<file path="src/rtl/stat_px_pack.sv">
// Packs the serial static-pixel stream into DATA_W-bit framebuffer words,
// LSB first, and writes them to consecutive addresses from 0 with a stallable
// write handshake until PX_TOTAL pixels are stored.
module stat_px_pack #(
  parameter int unsigned DATA_W   = 16,
  parameter int unsigned ADDR_W   = 14,
  parameter int unsigned PX_TOTAL = 168192
) (
  input  logic              clk,
  input  logic              rst_n,
  input  logic              flush_i,
  input  logic              px_valid_i,
  input  logic              px_in_i,
  output logic              px_ready_o,
  output logic              wr_en_o,
  output logic [ADDR_W-1:0] wr_addr_o,
  output logic [DATA_W-1:0] wr_data_o,
  input  logic              wr_ready_i,
  output logic              done_o
);

  localparam int unsigned BitW  = (DATA_W > 1) ? $clog2(DATA_W) : 1;
  localparam int unsigned PxW   = $clog2(PX_TOTAL + 1);
  localparam int unsigned Words = (PX_TOTAL + DATA_W - 1) / DATA_W;

  localparam logic [BitW-1:0]   BitLast  = BitW'(DATA_W - 1);
  localparam logic [PxW-1:0]    PxLast   = PxW'(PX_TOTAL - 1);
  localparam logic [ADDR_W-1:0] AddrLast = ADDR_W'(Words - 1);

  typedef enum logic {StFill, StDone} state_e;

  state_e            state_q, state_d;
  logic [BitW-1:0]   bit_cnt_q, bit_cnt_d;
  logic [PxW-1:0]    px_cnt_q, px_cnt_d;
  logic [DATA_W-1:0] sh_q, sh_d;
  logic              wr_en_q, wr_en_d;
  logic [DATA_W-1:0] wr_data_q, wr_data_d;
  logic [ADDR_W-1:0] wr_addr_q, wr_addr_d;

  logic              closing_next;
  logic              px_acc;
  logic              wr_acc;
  logic [DATA_W-1:0] new_word;

  // Handshake decode; px_ready depends on registered state only.
  always_comb begin
    closing_next = (bit_cnt_q == BitLast) || (px_cnt_q == PxLast);
    px_ready_o   = (state_q == StFill) && !(closing_next && wr_en_q);
    px_acc       = px_valid_i && px_ready_o;
    wr_acc       = wr_en_q && wr_ready_i;
    // sh is cleared on every close, so bits above bit_cnt are already zero.
    new_word            = sh_q;
    new_word[bit_cnt_q] = px_in_i;
  end

  // Next-state: flush wins over both handshakes.
  always_comb begin
    state_d   = state_q;
    bit_cnt_d = bit_cnt_q;
    px_cnt_d  = px_cnt_q;
    sh_d      = sh_q;
    wr_en_d   = wr_en_q;
    wr_data_d = wr_data_q;
    wr_addr_d = wr_addr_q;
    if (flush_i) begin
      state_d   = StFill;
      bit_cnt_d = '0;
      px_cnt_d  = '0;
      sh_d      = '0;
      wr_en_d   = 1'b0;
      wr_data_d = '0;
      wr_addr_d = '0;
    end else begin
      if (wr_acc) begin
        wr_en_d   = 1'b0;
        wr_addr_d = wr_addr_q + ADDR_W'(1);
        if (wr_addr_q == AddrLast) begin
          state_d = StDone;
        end
      end
      // A closing pixel is only accepted with no write pending, so it never
      // collides with wr_acc above.
      if (px_acc) begin
        px_cnt_d = (px_cnt_q == PxLast) ? '0 : px_cnt_q + PxW'(1);
        if (closing_next) begin
          wr_data_d = new_word;
          wr_en_d   = 1'b1;
          bit_cnt_d = '0;
          sh_d      = '0;
        end else begin
          sh_d      = new_word;
          bit_cnt_d = bit_cnt_q + BitW'(1);
        end
      end
    end
  end

  // State registers.
  always_ff @(posedge clk or negedge rst_n) begin
    if (!rst_n) begin
      state_q   <= StFill;
      bit_cnt_q <= '0;
      px_cnt_q  <= '0;
      sh_q      <= '0;
      wr_en_q   <= 1'b0;
      wr_data_q <= '0;
      wr_addr_q <= '0;
    end else begin
      state_q   <= state_d;
      bit_cnt_q <= bit_cnt_d;
      px_cnt_q  <= px_cnt_d;
      sh_q      <= sh_d;
      wr_en_q   <= wr_en_d;
      wr_data_q <= wr_data_d;
      wr_addr_q <= wr_addr_d;
    end
  end

  assign wr_en_o   = wr_en_q;
  assign wr_data_o = wr_data_q;
  assign wr_addr_o = wr_addr_q;
  assign done_o    = (state_q == StDone);

endmodule

</file>
<file path="config.mk">
export PLATFORM = sky130hd
export DESIGN_NAME = stat_px_pack
export DESIGN_NICKNAME = d
export VERILOG_FILES = /design/src/rtl/stat_px_pack.sv
export SDC_FILE = /design/constraint.sdc
export NUM_CORES = 1
export LEC_CHECK = 0
export CORE_MARGIN = 5
export CORE_UTILIZATION = 35
export DETAILED_ROUTE_END_ITERATION = 10
export SYNTH_ARGS = -nofsm -noshare
export SYNTH_HDL_FRONTEND = slang
export SYNTH_SLANG_ARGS = --single-unit
</file>
<file path="constraint.sdc">
create_clock -name clk -period 2.67 [get_ports clk]
set_clock_uncertainty 0.1 [all_clocks]
set_input_delay 0.534 -clock clk [delete_from_list [all_inputs] [get_ports clk]]
set_output_delay 0.534 -clock clk [all_outputs]
set_load 0.01 [all_outputs]
</file>
Yosys cells after proc, flatten, opt, wreduce, memory -nomap -nowiden. Index checks and enable logic that the tools add are counted.

Latch bits: 0. Memories: 0. Memory bits (writable): 0. Flip-flop bits (word level): 70. Bits of input ports: 6. Output and inout port bits: 33. Bits in read-only memories: 0.

$mul: 0. $lt $le $gt $ge: 2. Bitwise operators: 1. $add $sub $neg: 3. Muxes and demuxes: 24. Div/mod/pow operators: 0. Shifts and indexed selects: 0. Reduce and logical (&&, ||, !) cells: 13. Eq/ne operators: 3.

Operator list (number): $mux W16 (6); $mux W18 (3); $mux W14 (2); $add A18 B1 Y18 const B (1); $eq A18 B18 Y1 const B (1); $bwmux W16 (1); $add A14 B1 Y14 const B (1); $eq A14 B14 Y1 const B (1); $mux W4 (3); $mux W1 (8); $reduce_bool A2 Y1 (4); $logic_and A1 B1 Y1 (5); $lt A4 B5 Y1 const B (1); $add A4 B1 Y4 const B (1); $demux W1 S4 (1); $eq A4 B4 Y1 const B (1); $ge A4 B1 Y1 const B (1); $reduce_and A2 Y1 (2); $logic_not A1 Y1 (1); $logic_or A1 B1 Y1 (1); $not A1 Y1 (1).

Depth between registers and ports, before layout. Gate-level depths: netlist of run 1.

Depth after elaboration: 8. Depth in mapped cells: 8. Mapped depth without buffers: 6.

Worst setup path after synthesis of run 1. Ideal clock, no wire load.

Kind: reg2reg. Start point: register px_cnt_q[0]. End point: register wr_data_q[10], in the netlist wr_data_o[10]. Required time: 2445 ps. Stages on the path, launching flop included: 9. Setup slack: 466 ps. Arrival time: 1979 ps. Buffers on the path: 2. Cells stage by stage: dfrtp_1 ha_1 nand3_2 or3_1 buf_6 o21ai_4 nand2_4 buf_6 mux2_4.

Cells in the longest elaborated chain, start to end: 8. Elaborated cells on any way between the ends: 9.

Ends and longest elaborated chain: start: declaration (RTL line 34) `logic [PxW-1:0] px_cnt_q, px_cnt_d;`; start signal: assignment (RTL line 111) `px_cnt_q <= px_cnt_d;`; $eq A18 B18 Y1 (*) (RTL line 47) `closing_next = (bit_cnt_q == BitLast) || (px_cnt_q == PxLast);`; $logic_or A1 B1 Y1 (*) (RTL line 47); $logic_and A1 B1 Y1 (RTL line 48) `px_ready_o = (state_q == StFill) && !(closing_next && wr_en_q);`; $logic_not A1 Y1 (RTL line 48); $logic_and A1 B1 Y1 (RTL line 48); $logic_and A1 B1 Y1 (RTL line 49) `px_acc = px_valid_i && px_ready_o;`; $reduce_bool A2 Y1 (no line); $reduce_and A2 Y1 (no line) (*); end signal: assignment (RTL line 114) `wr_data_q <= wr_data_d;`; end: declaration (RTL line 37) `logic [DATA_W-1:0] wr_data_q, wr_data_d;`.

Mark *: on every way between the ends. The rest lies on a longest branch, timed or not. A chain may end at the register's enable or synchronous reset.

Final worst setup path of run 1.
Start point: register px_cnt_q[0]. End point: output port px_ready_o.

Cells in the longest elaborated chain, start to end: 5.

Ends and longest elaborated chain: $eq A18 B18 Y1 (RTL line 47); $logic_or A1 B1 Y1 (RTL line 47); $logic_and A1 B1 Y1 (RTL line 48); $logic_not A1 Y1 (RTL line 48); $logic_and A1 B1 Y1 (RTL line 48); end: declaration (RTL line 14) `output logic px_ready_o,`.

Every way passes these cells.

==> results of run 1 <==
## worst reg2reg max path, cell delays in order (launching register included)
cell and delay, ps:
dfrtp_1 360, ha_2 210, nand3_2 100, or3_4 400
buf_4 170, o211a_1 330, and3_1 220, a221o_1 260
## synth_stat cells (all sizes together), types with 5 or more instances
master  instances
buf             8
a21oi          23
or3             5
mux2           16
mux2i           7
a22o           16
nor2b          17
ha              6
dfrtp          70
nor4            7
or2             5
xor2           11
xnor2           6
o21ai           8
nand4           7
nor2           38
and3            8
clkbuf         13
inv             8
nand3          26
nor3            8
nand2          36
## registers in the layout, summed over array words and instances, names as in the netlist
signal / flops
px_cnt_q: 18
sh_q: 16
wr_data_o: 16
wr_addr_o: 14
bit_cnt_q: 4
done_o: 1
wr_en_o: 1
## power breakdown
| group | leakage [nW] | switching, mW | internal [mW] | total [mW] |
|---|---|---|---|---|
| Combinational | 0.894 | 0.0906 | 0.0420 | 0.133 |
| Sequential | 0.974 | 0.00871 | 1.07 | 1.08 |
| Clock | 0.0956 | 0.428 | 0.433 | 0.861 |
## metal layers
layer  global-route usage  share of wire
met5                    0              0
met2                0.213           0.46
met1                0.199           0.50
met3               0.0289          0.030
met4               0.0473         0.0088
## logic make-up (layout without fill, tap and decap cells)
family,after synthesis,in the layout
AO/OA/AOI/OAI,62,62
XOR/XNOR,17,17
adder cells (fa/ha/maj),6,6
buffers and inverters,29,81
flip-flops,70,70
multiplexers,23,23
AND/OR/NAND/NOR,170,170
## cell usage in the layout (no fill, tap or decap), drive strengths merged, types with 8 or more instances in the layout
cell type       n
a21oi          23
a22o           16
and3            8
buf            21
clkbuf          9
clkdlybuf4s50  35
dfrtp          70
inv             9
mux2           16
nand2          36
nand3          26
nor2           38
nor2b          17
nor3            8
o21ai           8
xor2           11
## through the flow
| step | worst slack (ps) | power, mW |
|---|---|---|
| 3_3_place_gp | 223 | 1.23 |
| 6_report | 124 | 2.07 |
| 4_1_cts | 49.7 | 2.11 |
| 5_1_grt | 1.48 | 2.16 |
| 2_1_floorplan | 466 | 1.17 |
| 3_5_place_dp | 155 | 1.23 |
## final cells by class
class,count,area [µm²],share of cell area
Sequential cell,70,1750,0.386
Timing Repair Buffer,57,526,0.116
Clock buffer,9,124,0.0273
Multi-Input combinational cell,278,1860,0.410
Inverter,8,30.0,0.00662
Clock inverter,7,72.6,0.0160
Tap cell,136,170,0.0375
## what timing repair did
item,CTS,global route
hold endpoints to repair,0,0
setup endpoints to repair,1,1
gates resized for setup,2,3
setup buffers,2,0
pin swaps,0,3
## worst paths after layout
check | startpoint | to | depth (start not counted)
worst max-delay path | px_cnt_q[0]$_DFFE_PN0P_ | px_ready_o | 6
worst min-delay path | rst_n | wr_data_o[4]$_DFFE_PN0P_ | 1
worst max register to register | px_cnt_q[0]$_DFFE_PN0P_ | px_cnt_q[17]$_DFFE_PN0P_ | 7
worst min register to register | sh_q[14]$_DFFE_PN0P_ | sh_q[14]$_DFFE_PN0P_ | 1
max in group asynchronous | rst_n | px_cnt_q[3]$_DFFE_PN0P_ | 2
min in group clk | sh_q[14]$_DFFE_PN0P_ | sh_q[14]$_DFFE_PN0P_ | 1
==> summary.md, run 1 <==
| Metric | Value |
|---|---|
| Synthesis-stage register bit count | `70` |
| Setup violators final | `0` |
| Setup total negative slack | `0 ps` |
| CTS Buf Count | `9` |
| Util after Layout | `0.439` |
| Clock Latency Late Sink | `between 300 and 400 ps` |
| Largest fanout on the critical path | `3` |
| Post-synthesis mux area share | `0.0744` |
| Synth top area cells | `dfrtp_1 47%, a22o_1 3.8%, nor2_1 3.7%, nand2_1 3.5%, nand3_1 3.4%` |
| Ys async rst share | `1.00` |
| Synthesized area | `3720 µm²` |
| Synth Flop Type | `dfrtp_1` |
| Worst Path Buf+Inv | `1` |
| Hold_ws | `~90 ps` |
| Placed cells | `about 550` |
| Ports | `39` |
| Max Clk Rate | `~390 MHz` |
| Kind of critical path | `flop to primary output` |
| Post-synthesis average cell area | `between 9 and 10 µm²` |
| Area share of the largest cell type after synthesis | `0.471` |
| CP max stage cell | `or3_4` |
| Largest family of logic cells by synthesized area | `simple AND/OR/NAND/NOR gates` |
| CTS Sinks | `70` |
| Leakage | `~2.0 nW` |
| Largest net degree at the start of global routing | `47` |
| First-pass GRT wire length | `approximately 15000 µm` |
| Post-DR wirelength/cell | `about 15 µm` |
| Status | `completed` |
| RSZ-0062 raised after global routing | `no` |
| Overflow after GRT | `0` |
| CTS Hold Bufs | `0` |
| DRT antenna net count | `0` |
| Seq/Total Area, Yosys | `0.471` |
| Port Buf Inserts | `38` |
| Min cycle time layout | `approximately 2500 ps` |
| Post-DP HPWL | `between 5000 and 6000 µm` |
| CTS tree | `yes` |
| Worst min path class | `primary input to asynchronous set/reset pin` |
| Syn. warnings | `0` |
| Synth unique cells | `about 50` |
| Iter 0 DRT Violations | `120` |
| Die width | `around 110 µm` |
| Post-synthesis simple-gate area fraction | `0.237` |
| Reg clk slew, reported paths | `around 80 ps` |
| Adder-cell share of the synthesized area | `0.0202` |
| Die Area | `12800 µm²` |
| DRC viols | `0` |
| Slew @ Worst Pin | `around 600 ps` |
| Post-DP Area | `~4300 µm²` |
| Initial antenna violation count | `0` |
| PD cells | `around 460 nW/µm²` |
| Die Ht | `approximately 110 µm` |
| Syn_nets | `around 390` |
| Compound-gate portion of the synthesized area | `0.122` |
| Clk buf depth | `2` |
| Slew Limit Fails | `0` |
| Worst endpoint required time | `around 2000 ps` |
| Initial core utilization | `0.360` |
| Tot GR Track Use | `0.140` |
| Cell count after synthesis | `approximately 380` |
| Max stage delay on crit path | `400 ps` |
| EDFF count, synth | `0` |
| Non-Filler Instances | `565` |
| Post-synthesis xor/xnor area fraction | `0.0400` |
| Detailed-route vias per instance | `a little over 5` |
| R2R Setup Slk | `a little over 400 ps` |
| Filler cells | `between 900 and 1k` |
| Crit-path cells | `ha_2, nand3_2, or3_4, o21ai_4, a21oi_1, clkdlybuf4s15_1` |
| H-tree depth | `3` |
| Maxcap violations | `0` |
| Post-Route WL | `8620 µm` |
| Antenna Cells | `0` |
| Final hold violations | `0` |
| Period utilisation layout | `0.954` |
| Placer congestion estimate | `between 0.8 and 0.9` |
| Core ar. | `10300 µm²` |
| Number of global-route vias before repair | `a little under 3k` |
| Rows | `37` |
| Largest area contributor in the netlist | `dfrtp_1` |
| Drt first pass iters | `4` |
| Startpoint types | `flop` |
| Critical Path Sink Type | `primary output` |
| CTS root buf | `clkbuf_8` |
| Worst slew margin | `0.594` |
| P&R area growth vs syn | `21.9%` |
| # nets final | `around 440` |
| Layout cell share with drive strength beyond 1 | `0.161` |
| Cell area after layout | `about 4500 µm²` |
| Crit path arrival time | `approximately 1900 ps` |
| VDD IR max | `241 µV` |
| Largest delay share family, worst path | `simple AND/OR/NAND/NOR gates` |
| Via Count | `2928` |
(Power assumes the default switching activity.)
==> run 2, diff against run 1 <==
Settings changed: GPL_TIMING_DRIVEN set to 0.
==> summary.md, run 2 (synthesized netlist as in run 1, its figures left out) <==
| Metric | Value |
|---|---|
| Port Buf Inserts | `36 (-5.3%)` |
| DRT antenna net count | `0 (unchanged)` |
| PD cells | `448 nW/µm² (-1.8%)` |
| Stages on worst setup path | `7 (+1)` |
| Antenna Cells | `0 (unchanged)` |
| Max stage delay on crit path | `420 ps (+20 ps)` |
| Startpoint types | `flop` |
| Cell area after layout | `4540 µm² (+0.17%)` |
| Die Area | `12800 µm² (unchanged)` |
| Min cycle time layout | `2600 ps (+54.1 ps)` |
| Rows | `37 (unchanged)` |
| P&R area growth vs syn | `22.1%` |
| RSZ-0062 raised after global routing | `no` |
| Reg2reg path depth | `7 (unchanged)` |
| CTS Sinks | `70 (unchanged)` |
| Largest fanout on the critical path | `7 (+4)` |
| Setup total negative slack | `0 ps (unchanged)` |
| Commonest non-fill, non-tap cell in the layout | `dfrtp_1` |
| Post-DP Area | `4270 µm² (-0.81%)` |
| First-pass GRT wire length | `15200 µm (+3.2%)` |
| DRC viols | `0 (unchanged)` |
| Placed cells | `550 (+0.55%)` |
| Number of global-route vias before repair | `3101 (+4.8%)` |
| Non-Filler Instances | `573 (+1.4%)` |
| Clk buf depth | `2 (unchanged)` |
| H-tree depth | `3 (unchanged)` |
| VDD IR max | `220 µV (-8.8%)` |
| Status | `completed` |
| Maxcap violations | `0 (unchanged)` |
| Tot GR Track Use | `0.147 (+0.00688)` |
| Post-Route WL | `8820 µm (+2.3%)` |
| Iter 0 DRT Violations | `176 (+47%)` |
| Core ar. | `10300 µm² (unchanged)` |
| Crit path arrival time | `1970 ps (+60 ps)` |
| Worst endpoint required time | `2040 ps (about the same)` |
| # nets final | `444 (+1.8%)` |
| Reg with most FFs | `px_cnt_q` |
| Internal power | `1.54 mW (-0.26%)` |
| Crit-path cells | `ha_4, nand3_4, or3_4, buf_6, o21ai_4, a21oi_2, buf_2` |
| Combinational Power Share | `0.066 (+0.002)` |
| Post-DR wirelength/cell | `15.4 µm (+0.83%)` |
| Max Clk Rate | `385 MHz (-2.1%)` |
| Setup violators final | `0 (unchanged)` |
| Worst Hold Depth | `1` |
| Overflow after GRT | `0 (unchanged)` |
| CP max stage cell | `dfrtp_1` |
| Switching share of power | `0.244 (-0.0108)` |
| Clock power share | `0.404 (-0.012)` |
| Initial antenna violation count | `0 (unchanged)` |
| Kind of critical path | `flop to primary output` |
| Period utilisation layout | `0.974 (+0.0203)` |
| Post-DP HPWL | `6110 µm (+4.1%)` |
| Placer congestion estimate | `0.774 (-6.6%)` |
| Reg clk slew, reported paths | `80 ps (about the same)` |
| CTS tree | `yes` |
| Leading cell types in the layout, fill and taps excluded | `70 x dfrtp_1, 37 x nor2_1, 35 x nand2_1, 34 x clkdlybuf4s50_1, 25 x nand3_1` |
| CTS root buf | `clkbuf_8` |
| Sequential power share | `0.529 (+0.009)` |
| Slew Limit Fails | `0 (unchanged)` |
| Critical Path Sink Type | `primary output` |
| Final hold violations | `0 (unchanged)` |
| Largest net degree at the start of global routing | `53 (+13%)` |
| Worst slew margin | `0.533 (-0.0611)` |
| Drt first pass iters | `4 (unchanged)` |
| Slew @ Worst Pin | `700 ps (+93.5 ps)` |
| CTS Buf Count | `9 (unchanged)` |
| Die Ht | `113 µm (unchanged)` |
| Die width | `113 µm (unchanged)` |
| Initial core utilization | `0.360 (unchanged)` |
| Clock Latency Late Sink | `340 ps (about the same)` |
| Max FFs per register | `18 (unchanged)` |
| Via Count | `2977 (+1.7%)` |
| Hold_ws | `413 ps (+323 ps)` |
| Largest delay share family, worst path | `simple AND/OR/NAND/NOR gates` |
| Worst min path class | `flop to flop` |
| Detailed-route vias per instance | `5.20 (+0.25%)` |
| NetSw | `496 µW (-5.9%)` |
| Layout cell share with drive strength beyond 1 | `0.144 (-0.0167)` |
| Worst Path Buf+Inv | `2 (+1)` |
| Leakage | `1.93 nW (-1.6%)` |
| Ports | `39 (unchanged)` |
## run 2: cell count changes in the layout (fill, tap and decap cells not counted), moves of 2 or more
cell	change
buf_2	+4
buf_4	-11
buf_6	+2
clkbuf_1	+15
## run 2: power by group through the flow
stage	clock network [mW]	registers (mW)	logic, mW
final	0.823	1.08	0.134
after global routing	0.902	1.08	0.152
after CTS	0.856	1.08	0.136
after detailed placement	0	1.10	0.129
after global placement	0	1.10	0.123
after floorplan	0	1.10	0.0699
## run 2: stage by stage
stage | total power [mW] | utilization | setup slack, ps
after CTS | 2.07 | 0.437 | 36.7
after global routing | 2.13 | 0.440 | 10.7
final | 2.04 | 0.440 | 69.7
after global placement | 1.22 | 0.412 | -1600
after detailed placement | 1.23 | 0.414 | -180
after floorplan | 1.17 | - | 466
## run 2: final timing paths
check                                          from                   endpoint  slack [ps]
setup / recovery            px_cnt_q[1]$_DFFE_PN0P_                 px_ready_o          70
setup reg to reg           bit_cnt_q[0]$_DFFE_PN0P_       sh_q[11]$_DFFE_PN0P_         120
hold / removal                 sh_q[14]$_DFFE_PN0P_       sh_q[14]$_DFFE_PN0P_         410
max in group asynchronous                     rst_n  wr_addr_o[11]$_DFFE_PN0P_        1420
min in group asynchronous                     rst_n   wr_data_o[1]$_DFFE_PN0P_         510
hold reg to reg                sh_q[14]$_DFFE_PN0P_       sh_q[14]$_DFFE_PN0P_         410
## run 2: what timing repair did
item,in CTS,in global routing
buffers inserted,4,2
pin swaps,2,2
endpoints found under the setup margin,1,1
hold endpoints to repair,18,0
hold buffers,1,0
gates resized for setup,7,3
## run 2: area by class of cell
cell class / instances / area (µm²)
Multi-Input combinational cell: 278 / 1870
Tap cell: 136 / 170
Clock inverter: 4 / 47.5
Inverter: 8 / 30.0
Buffer: 21 / 101
Sequential cell: 70 / 1750
Fill cell: 1020 / 5780
Timing Repair Buffer: 44 / 435
Clock buffer: 12 / 135
## run 2: routing by layer
metal  share of wire  global-route usage
met1            0.49               0.201
met2            0.46               0.229
met3           0.035              0.0364
met4           0.013              0.0481
met5               0                   0
## run 2: worst reg2reg max path, stage by stage (launching register included)
cell     delay (ps)
dfrtp_1         450
ha_1            320
nand3_1         230
o21ai_4         110
buf_4           180
a21oi_1         560
buf_2           360
a22o_1          170
